<file path="config.mk">
export PLATFORM = sky130hd
export DESIGN_NAME = led_pwm_fader_flat
export DESIGN_NICKNAME = d
export VERILOG_FILES = /design/src/rtl/led_pwm_fader_if.sv /design/src/rtl/led_pwm_fader.sv /design/src/flat_wrapper.sv
export SDC_FILE = /design/constraint.sdc
export NUM_CORES = 1
export LEC_CHECK = 0
export BUFFER_PORTS_ARGS = -buffer_cell sky130_fd_sc_hd__buf_4
export CAP_MARGIN = 30
export CORE_MARGIN = 2
export CORE_UTILIZATION = 68
export CTS_CLUSTER_DIAMETER = 40
export CTS_CLUSTER_SIZE = 30
export DETAILED_ROUTE_END_ITERATION = 8
export HOLD_SLACK_MARGIN = 0.1
export PLACE_DENSITY = 0.87
export SETUP_SLACK_MARGIN = 0.4
export SLEW_MARGIN = 20
export SYNTH_ARGS = -nofsm -noshare
export SYNTH_HDL_FRONTEND = slang
export SYNTH_SLANG_ARGS = --single-unit
</file>
<file path="constraint.sdc">
create_clock -name clk -period 6.04 [get_ports clk]
set_input_delay 0.604 -clock clk [delete_from_list [all_inputs] [get_ports clk]]
set_output_delay 0.604 -clock clk [all_outputs]
set_load 0.02 [all_outputs]
</file>
<file path="src/rtl/led_pwm_fader_if.sv">
// Request/drive bundle between the LED pattern driver and the PWM fader.
// The pattern driver owns enable and led_in; the fader owns led_out and any_active.
interface led_pwm_fader_if;
  logic       enable;
  logic [5:0] led_in;
  logic [5:0] led_out;
  logic       any_active;

  modport master (
    output enable,
    output led_in,
    input  led_out,
    input  any_active
  );

  modport slave (
    input  enable,
    input  led_in,
    output led_out,
    output any_active
  );
endinterface

</file>
<file path="src/rtl/led_pwm_fader.sv">
// Six-channel LED fader: a lit request snaps a channel to full brightness, and a
// released channel decays linearly, so the PWM drive leaves a fading tail behind it.
module led_pwm_fader #(
  parameter int unsigned PWM_BITS   = 8,
  parameter int unsigned DECAY_DIV  = 100000,
  parameter int unsigned DECAY_STEP = 8
) (
  input  logic             clk,
  input  logic             rstn,
  led_pwm_fader_if.slave   bus
);

  localparam int                  NUM_CH    = 6;
  localparam int                  PRE_W     = $clog2(DECAY_DIV);
  localparam logic [PRE_W-1:0]    PRE_LAST  = PRE_W'(DECAY_DIV - 1);
  localparam logic [PWM_BITS-1:0] LEVEL_MAX = '1;
  localparam logic [PWM_BITS-1:0] STEP      = PWM_BITS'(DECAY_STEP);

  logic [PRE_W-1:0]                 pre_cnt_q,    pre_cnt_d;
  logic [PWM_BITS-1:0]              pwm_cnt_q,    pwm_cnt_d;
  logic [NUM_CH-1:0][PWM_BITS-1:0]  level_q,      level_d;
  logic [NUM_CH-1:0]                led_out_q,    led_out_d;
  logic                             any_active_q, any_active_d;
  logic                             decay_tick;

  always_comb begin
    // NOTE: every output of this block gets a default first, so no path can infer a latch.
    pre_cnt_d    = '0;
    pwm_cnt_d    = '0;
    level_d      = level_q;
    led_out_d    = '0;
    any_active_d = 1'b0;
    decay_tick   = (pre_cnt_q == PRE_LAST);

    if (bus.enable) begin
      pre_cnt_d = decay_tick ? '0 : pre_cnt_q + PRE_W'(1);
      pwm_cnt_d = pwm_cnt_q + PWM_BITS'(1);
    end

    for (int i = 0; i < NUM_CH; i++) begin
      // A fresh request outranks a coincident decay tick.
      if (!bus.enable) begin
        level_d[i] = '0;
      end else if (bus.led_in[i]) begin
        level_d[i] = LEVEL_MAX;
      end else if (decay_tick) begin
        level_d[i] = (level_q[i] > STEP) ? level_q[i] - STEP : '0;
      end

      // Full level is forced on so MAX gives true 100% duty despite the strict compare.
      led_out_d[i] = bus.enable & ((level_q[i] == LEVEL_MAX) | (level_q[i] > pwm_cnt_q));
      any_active_d = any_active_d | (level_q[i] != '0);
    end

    any_active_d = any_active_d & bus.enable;
  end

  // NOTE: state updates use non-blocking assignments so every flop samples pre-edge values.
  always_ff @(posedge clk or negedge rstn) begin
    if (!rstn) begin
      pre_cnt_q    <= '0;
      pwm_cnt_q    <= '0;
      level_q      <= '0;
      led_out_q    <= '0;
      any_active_q <= 1'b0;
    end else begin
      pre_cnt_q    <= pre_cnt_d;
      pwm_cnt_q    <= pwm_cnt_d;
      level_q      <= level_d;
      led_out_q    <= led_out_d;
      any_active_q <= any_active_d;
    end
  end

  assign bus.led_out    = led_out_q;
  assign bus.any_active = any_active_q;

endmodule

</file>
<file path="src/flat_wrapper.sv">
// flat-port wrapper written by rule: the top's interface ports become plain ports
module led_pwm_fader_flat 
#(
  parameter int unsigned PWM_BITS   = 8,
  parameter int unsigned DECAY_DIV  = 100000,
  parameter int unsigned DECAY_STEP = 8
)
  (clk, rstn, bus_enable, bus_led_in, bus_led_out, bus_any_active);
  led_pwm_fader_if bus_i ();
  input  logic clk;
  input  logic rstn;
  input wire logic [$bits(bus_i.enable)-1:0] bus_enable;
  input wire logic [$bits(bus_i.led_in)-1:0] bus_led_in;
  output wire logic [$bits(bus_i.led_out)-1:0] bus_led_out;
  output wire logic [$bits(bus_i.any_active)-1:0] bus_any_active;
  assign bus_i.enable = bus_enable;
  assign bus_i.led_in = bus_led_in;
  assign bus_led_out = bus_i.led_out;
  assign bus_any_active = bus_i.any_active;
  led_pwm_fader #(.PWM_BITS(PWM_BITS), .DECAY_DIV(DECAY_DIV), .DECAY_STEP(DECAY_STEP)) u_core (.clk(clk), .rstn(rstn), .bus(bus_i));
endmodule
</file>
==> reports/qor.csv, run 1 <==
stage,metric,value,unit
timing,rsz0062_at_grt,false,
logic_synthesis,netlist_top_cells_area,"dfrtp_1 37%, ha_1 15%, o31a_1 5.9%",
hold_path,hold_class,input port to asynchronous set/reset pin,
cts,cts.clk_slew.worst_paths,0.08,ns
cts,cts_buffers,9,
power,p_leak,2.17,nW
critical_path,worst-path-buf-inv,1,
floorplanning,fp.dieH,86.4,um
layout,nets,560,
drt,viasPerCell,6.70,
global_route,grt_use_met2,47.5,%
timing,fmax,0.386,GHz
timing,setup-violations-final,0,
cts,cts_setup_buffers,0,
floorplanning,coreArea,0.00668,sq mm
placed_design,gp_congestion,0.872,
cts,htreeDepth,3,
drt,via_count,3885,
cts,cts.sinks,68,
logic_synthesis,syn_nets,547,
logic_synthesis,synth_edf_count,0,
critical_path,rr_worst_depth,5,
timing,period_share,42.9,%
drt,drtIter0Drc,296,
floorplanning,ios,16,
global_route,grt_use_met1,40.2,%
global_route,grt_max_degree,69,
logic_synthesis,ys_warn_count,0,
power,p_total,1.17,mW
global_route,grt_usage,30.2,%
critical_path,crit_family,simple AND/OR/NAND/NOR gates,
placed_design,dp.final_hpwl,7.33,mm
placed_design,port-buffer-count,15,
layout,syn_to_final_growth,8.88,%
critical_path,crit_fanout,9,
critical_path,endpoint_kind,register,
timing,tns,0,ns
critical_path,path_cells,"or4b_4, nor4_2, buf_4, a21boi_0, o31a_1",
timing,slew_violations,0,
logic_synthesis,synthTopCellsByCount,"68 x dfrtp_1, 56 x ha_1, 37 x a21oi_1, 37 x nor2_1",
timing,finClkSkew,0.00864,ns
logic_synthesis,synth_top_area_share,36.8,%
global_route,grt_pass1_vias,3778,
critical_path,r2r_setup_slack,3.45,ns
logic_synthesis,ys.flop_type,dfrtp_1,
critical_path,worstPathRequired,6.29,ns
critical_path,start_kind,register,
logic_synthesis,yosysTopAreaCell,dfrtp_1,
placed_design,placed_cell_area,0.00478,sq mm
timing,maxSlewHeadroom,37.8,%
critical_path,critPathArrivalTime,2.84,ns
cts,clockBufferDepth,2,
critical_path,r2r_end,u_core.level_q[30]$_DFFE_PN0P_,
flow_run,drv_cap,0,
critical_path,critPathKind,register to register,
logic_synthesis,yosys_register_bits,68,
timing,hold_slack,0.344,ns
floorplanning,die_w,86.4,um
global_route,busiest_layer,met2,
cts,clock_latency,0.37,ns
critical_path,slowest_delay,0.83,ns
layout,n_antenna_cell,0,
layout,postLayoutCellArea,0.00503,sq mm
floorplanning,initial_core_util,69.2,%
floorplanning,num_rows,30,
global_route,grtUsageMet3,6.38,%
cts,clockRootBuffer,clkbuf_8,
drt,drtPass1Iterations,5,
drt,wirelength,10.8,mm
drt,routedWlPerCell,18.6,um
logic_synthesis,synth.yosys.seq_area_share,36.8,%
timing,hold_viol,0,
logic_synthesis,async_reset_ff_share,100,%
timing,fin_crit,2.59,ns
status,status,finished clean,
global_route,grt_antenna_before_repair,0,
critical_path,regToRegStartpoint,u_core.pre_cnt_q[11]$_DFF_PN0_,
layout,fillers,471,
logic_synthesis,yosysMostFrequentCell,dfrtp_1,
cts,cts.repair.resized,0,
timing,worst_slew_pin_slew,0.925,ns
logic_synthesis,syn_area,0.00462,sq mm
layout,layout-drive-gt1-share,8.40,%
logic_synthesis,synthCells,482,
logic_synthesis,syn_avg_cell_area,9.59,sq um
cts,cts_tree,yes,
global_route,grt_pass1_wl,17.6,mm
power,powerDensity,233,mW/mm^2
drt,drc,0,
global_route,overflow,0,
critical_path,cp_slowest_cell,nor4_2,
drt,antenna_left,0,
cts,hold_buffers,0,
power,ir_worst_vdd,0.147,mV
logic_synthesis,synth.distinct_cells,35,
floorplanning,fp.dieArea,0.00747,sq mm
how the worst max path moves through the flow:
stage | from | end | slack [ns] | cells after the start
final | u_core.pre_cnt_q[11]$_DFF_PN0_ | u_core.level_q[30]$_DFFE_PN0P_ | 3.45 | 5
after CTS | u_core.pre_cnt_q[11]$_DFF_PN0_ | u_core.level_q[38]$_DFFE_PN0P_ | 3.46 | 5
after global placement | u_core.pre_cnt_q[11]$_DFF_PN0_ | u_core.level_q[22]$_DFFE_PN0P_ | 3.56 | 5
after global routing | u_core.pre_cnt_q[11]$_DFF_PN0_ | u_core.level_q[38]$_DFFE_PN0P_ | 3.34 | 5
after detailed placement | u_core.pre_cnt_q[11]$_DFF_PN0_ | u_core.level_q[38]$_DFFE_PN0P_ | 3.49 | 5
after floorplan | u_core.pre_cnt_q[11]$_DFF_PN0_ | u_core.pre_cnt_q[12]$_DFF_PN0_ | 3.93 | 6
through the flow:
step	util, %	setup slack, ns	cells
CTS	75.3	3.46	580
finish	75.3	3.45	580
global route	75.3	3.34	580
global placement	71.6	3.56	564
floorplan	-	3.93	482
detailed placement	71.6	3.49	564
metal layers:
layer / wire, um / up-vias
met5: 0 / -
li1: - / 1842
met3: 632 / 27
met4: 308 / 0
met1: 4710 / 1879
met2: 5160 / 137
sequential cells by signal, summed over array words and instances, names as in the netlist:
register and count:
u_core.level_q 36, u_core.pre_cnt_q 17, u_core.pwm_cnt_q 8, u_core.bus.led_out 6, u_core.bus.any_active 1
report_power, final:
part / switching (mW) / internal [mW]
clock: 0.194 / 0.277
combinational: 0.104 / 0.0823
sequential: 0.0349 / 0.479
kinds of logic after synthesis:
kind of cell	share of synthesized area, %
AO/OA/AOI/OAI	16.7
adder cells (fa/ha/maj)	15.2
AND/OR/NAND/NOR	23.5
XOR/XNOR	3.79
buffers and inverters	4.06
flip-flops	36.8
final cells by class:
| cell class | count | area (sq um) | area share, % |
|---|---|---|---|
| tap | 80 | 100 | 1.99 |
| inverter | 31 | 116 | 2.31 |
| multi-input combinational | 368 | 2740 | 54.4 |
| timing repair buffer | 17 | 128 | 2.54 |
| clock buffer | 9 | 124 | 2.46 |
| sequential | 68 | 1700 | 33.8 |
| clock inverter | 7 | 124 | 2.46 |
layout by cell type (no fill, tap or decap), types with 6 or more instances in the layout:
| master | netlist | final |
|---|---|---|
| dfrtp_1 | 68 | 68 |
| ha_1 | 56 | 56 |
| nor3_1 | 17 | 17 |
| a21oi_1 | 37 | 37 |
| and2_1 | 16 | 16 |
| a21boi_0 | 11 | 11 |
| xnor2_1 | 8 | 8 |
| nand2_1 | 16 | 16 |
| o21a_1 | 7 | 7 |
| clkbuf_8 | 0 | 9 |
| o31a_1 | 31 | 31 |
| o311a_1 | 6 | 6 |
| nand4_1 | 27 | 27 |
| o211ai_1 | 6 | 6 |
| buf_4 | 1 | 17 |
| nor2_1 | 37 | 37 |
| o21ai_0 | 7 | 7 |
| xor2_1 | 12 | 12 |
| a31oi_1 | 6 | 6 |
| and4_1 | 11 | 11 |
| inv_1 | 31 | 31 |
| nor2b_1 | 7 | 7 |
| nor4_1 | 12 | 11 |
| nand3_1 | 11 | 11 |
| or3_1 | 8 | 8 |
Note: power is estimated with default switching activity, not from simulation.
==> run 2: changes to the inputs <==
--- a/config.mk
+++ b/config.mk
@@ -5,15 +5,16 @@
 export SDC_FILE = /design/constraint.sdc
 export NUM_CORES = 1
 export LEC_CHECK = 0
+export ABC_AREA = 1
 export BUFFER_PORTS_ARGS = -buffer_cell sky130_fd_sc_hd__buf_4
 export CAP_MARGIN = 30
 export CORE_MARGIN = 2
-export CORE_UTILIZATION = 68
+export CORE_UTILIZATION = 57
 export CTS_CLUSTER_DIAMETER = 40
 export CTS_CLUSTER_SIZE = 30
 export DETAILED_ROUTE_END_ITERATION = 8
 export HOLD_SLACK_MARGIN = 0.1
-export PLACE_DENSITY = 0.87
+export PLACE_DENSITY = 0.78
 export SETUP_SLACK_MARGIN = 0.4
 export SLEW_MARGIN = 20
 export SYNTH_ARGS = -nofsm -noshare
==> constraint.sdc (replaced) <==
create_clock -name clk -period 2.07 [get_ports clk]
set_input_delay 0.207 -clock clk [delete_from_list [all_inputs] [get_ports clk]]
set_output_delay 0.207 -clock clk [all_outputs]
set_load 0.02 [all_outputs]
==> reports/qor.csv, run 2 <==
stage,metric,value,unit,change
timing,fmax,0.611,GHz,was 0.386 GHz
critical_path,worstPathRequired,2.31,ns,was 6.29 ns
drt,wirelength,13.0,mm,was 10.8 mm
power,p_total,3.78,mW,was 1.17 mW
power,powerDensity,634,mW/mm^2,was 233 mW/mm^2
layout,largest_register_ff_count,36,,unchanged
critical_path,critPathKind,register to register,,unchanged
logic_synthesis,synth_top_area_share,32.4,%,was 36.8%
layout,final_common_cell,nand2_1,,was dfrtp_1
floorplanning,ios,16,,unchanged
logic_synthesis,netlist_top_cells_area,"dfrtp_1 32%, ha_1 13%, nand2_1 12%",,"was dfrtp_1 37%, ha_1 15%, o31a_1 5.9%"
cts,cts.sinks,68,,unchanged
layout,top_register,u_core.level_q,,unchanged
logic_synthesis,ys_warn_count,0,,unchanged
cts,clockBufferDepth,2,,unchanged
floorplanning,die_w,100,um,was 86.4 um
drt,drc,0,,unchanged
critical_path,start_kind,register,,unchanged
flow_run,drv_cap,0,,unchanged
logic_synthesis,synthTopCellsByCount,"165 x nand2_1, 91 x inv_1, 74 x nand3_1",,"was 68 x dfrtp_1, 56 x ha_1, 37 x a21oi_1, 37 x nor2_1"
logic_synthesis,synth.yosys.seq_area_share,32.4,%,was 36.8%
logic_synthesis,syn_avg_cell_area,7.55,sq um,was 9.59 sq um
power,p_leak,3.03,nW,was 2.17 nW
cts,htreeDepth,3,,unchanged
global_route,grt_max_degree,69,,unchanged
power,ir_worst_vdd,0.355,mV,was 0.147 mV
hold_path,min-delay-start,bus_enable,,
placed_design,port-buffer-count,15,,unchanged
critical_path,rr_worst_depth,9,,was 5
timing,fin_crit,1.64,ns,was 2.59 ns
drt,viasPerCell,5.75,,was 6.70
floorplanning,fp.dieArea,0.0100,sq mm,was 0.00747 sq mm
critical_path,endpoint,u_core.bus.led_out[1]$_DFF_PN0_,,was u_core.level_q[30]$_DFFE_PN0P_
critical_path,crit_path_start,u_core.pwm_cnt_q[5]$_DFF_PN0_,,was u_core.pre_cnt_q[11]$_DFF_PN0_
global_route,busiest_layer,met2,,unchanged
layout,nets,797,,was 560
layout,layout-drive-gt1-share,16.7,%,was 8.40%
status,status,finished clean,,unchanged
critical_path,crit_fanout,4,,was 9
critical_path,r2r_end,u_core.bus.led_out[1]$_DFF_PN0_,,was u_core.level_q[30]$_DFFE_PN0P_
floorplanning,coreArea,0.00911,sq mm,was 0.00668 sq mm
placed_design,gp_congestion,0.862,,was 0.872
logic_synthesis,syn_area,0.00526,sq mm,was 0.00462 sq mm
layout,reg.largest.list,"u_core.level_q (36), u_core.pre_cnt_q (17), u_core.pwm_cnt_q (8)",,unchanged
layout,postLayoutCellArea,0.00597,sq mm,was 0.00503 sq mm
timing,tns,0,ns,unchanged
timing,maxSlewHeadroom,67.8,%,was 37.8%
cts,clock_latency,0.36,ns,was 0.37 ns
global_route,grt_antenna_before_repair,0,,unchanged
placed_design,placed_cell_area,0.00546,sq mm,was 0.00478 sq mm
drt,routedWlPerCell,15.4,um,was 18.6 um
layout,final_cells,846,,was 580
drt,drtPass1Iterations,5,,unchanged
timing,finClkSkew,0.0119,ns,was 0.00864 ns
critical_path,regToRegStartpoint,u_core.pwm_cnt_q[5]$_DFF_PN0_,,was u_core.pre_cnt_q[11]$_DFF_PN0_
critical_path,r2r_setup_slack,0.43,ns,was 3.45 ns
layout,syn_to_final_growth,13.5,%,was 8.88%
logic_synthesis,yosys_register_bits,68,,unchanged
logic_synthesis,yosysTopAreaCell,dfrtp_1,,unchanged
critical_path,endpoint_kind,register,,unchanged
floorplanning,fp.dieH,100,um,was 86.4 um
timing,slew_violations,0,,unchanged
layout,final_util,65.5,%,was 75.3%
global_route,grt_pass1_wl,20.6,mm,was 17.6 mm
drt,via_count,4862,,was 3885
critical_path,critPathArrivalTime,1.87,ns,was 2.84 ns
logic_synthesis,async_reset_ff_share,100,%,unchanged
cts,cts_buffers,9,,unchanged
timing,hold_viol,0,,unchanged
logic_synthesis,ys.flop_type,dfrtp_1,,unchanged
logic_synthesis,yosysMostFrequentCell,nand2_1,,was dfrtp_1
layout,n_antenna_cell,0,,unchanged
global_route,grtUsageMet3,4.39,%,was 6.38%
floorplanning,num_rows,35,,was 30
hold_path,hold_class,input port to register,,was input port to asynchronous set/reset pin
layout,layout_common_cells,"163 x nand2_1, 87 x inv_1, 68 x nand3_1, 67 x dfrtp_1, 62 x nor2_1",,"was 68 x dfrtp_1, 56 x ha_1, 37 x a21oi_1, 37 x nor2_1"
global_route,grt_pass1_vias,4443,,was 3778
logic_synthesis,synth.distinct_cells,34,,was 35
global_route,grt_usage,25.7,%,was 30.2%
cts,cts_tree,yes,,unchanged
placed_design,dp_cells,811,,was 564
timing,worst_slew_pin_slew,0.483,ns,was 0.925 ns
floorplanning,initial_core_util,57.7,%,was 69.2%
timing,rsz0062_at_grt,true,,was false
logic_synthesis,synthCells,696,,was 482
global_route,grt_use_met2,43.2,%,was 47.5%
timing,setup-violations-final,0,,unchanged
cts,cts.clk_slew.worst_paths,0.08,ns,about the same
cts,clockRootBuffer,clkbuf_8,,unchanged
drt,drtIter0Drc,250,,was 296
global_route,grt_use_met1,33.6,%,was 40.2%
logic_synthesis,syn_nets,761,,was 547
global_route,overflow,0,,unchanged
placed_design,dp.final_hpwl,8.51,mm,was 7.33 mm
logic_synthesis,synth_edf_count,0,,unchanged
timing,period_share,79.0,%,was 42.9%
drt,antenna_left,0,,unchanged
-- run 2: worst min-delay path by stage --
stage	end	slack, ns	cells past startpoint
2_1_floorplan	u_core.bus.any_active$_DFF_PN0_	-0.09	0
3_3_place_gp	u_core.bus.led_out[0]$_DFF_PN0_	0.24	2
3_5_place_dp	u_core.bus.led_out[0]$_DFF_PN0_	0.25	2
4_1_cts	u_core.level_q[28]$_DFFE_PN0P_	0.21	3
5_1_grt	u_core.level_q[31]$_DFFE_PN0P_	0.24	3
6_report	u_core.level_q[22]$_DFFE_PN0P_	0.22	3
-- run 2: repair_timing --
item,CTS,global route
endpoints found under the hold margin,68,0
hold buffers,1,0
gates cloned,0,5
pin swaps,0,13
buffers inserted,0,15
setup endpoints to repair,19,50
gates resized for setup,1,27
-- run 2: per-layer routing --
metal / share of wire, % / vias up
li1: - / 2368
met1: 43 / 2292
met2: 49 / 172
met3: 6.4 / 30
met4: 2.2 / 0
met5: 0 / -
-- run 2: through the flow --
stage               hold slack [ns]  worst slack (ns)
finish                        0.221             0.434
global route                  0.244             0.342
detailed placement            0.246             0.386
global placement              0.245             0.459
floorplan                   -0.0886             0.598
CTS                           0.208             0.416
-- run 2: cell type report --
type | count | area (sq um)
clock inverters | 5 | 31.3
flip-flops and latches | 68 | 1700
repair buffers | 40 | 417
repair inverters | 1 | 5.00
multi-input cells | 518 | 3180
fillers | 749 | 3140
clock buffers | 9 | 124
well taps | 111 | 139
inverters | 94 | 367
-- run 2: cell families after synthesis --
kind of cell               after synthesis  share of synthesized area (%)
AOI/OAI and AO/OA                       70                           7.26
xor gates and xnor gates                 9                           1.50
adders and majority gates               56                           13.3
buffers and inverters                  110                           8.71
DFF                                     68                           32.4
and+or+nand+nor                        383                           36.8
-- run 2: worst max-delay path, stage by stage, from the launching register on --
cell and delay [ns]:
dfrtp_1 0.45, clkinvlp_4 0.13, buf_4 0.17, ha_1 0.30, a21oi_1 0.16, nor2_1 0.05, nor2_1 0.08, nand2_1 0.06
nand2_1 0.06, a21oi_1 0.06
-- run 2: power breakdown --
group          internal, mW  switching, mW
Sequential             1.45          0.164
Clock                 0.416          0.531
Combinational         0.487          0.736
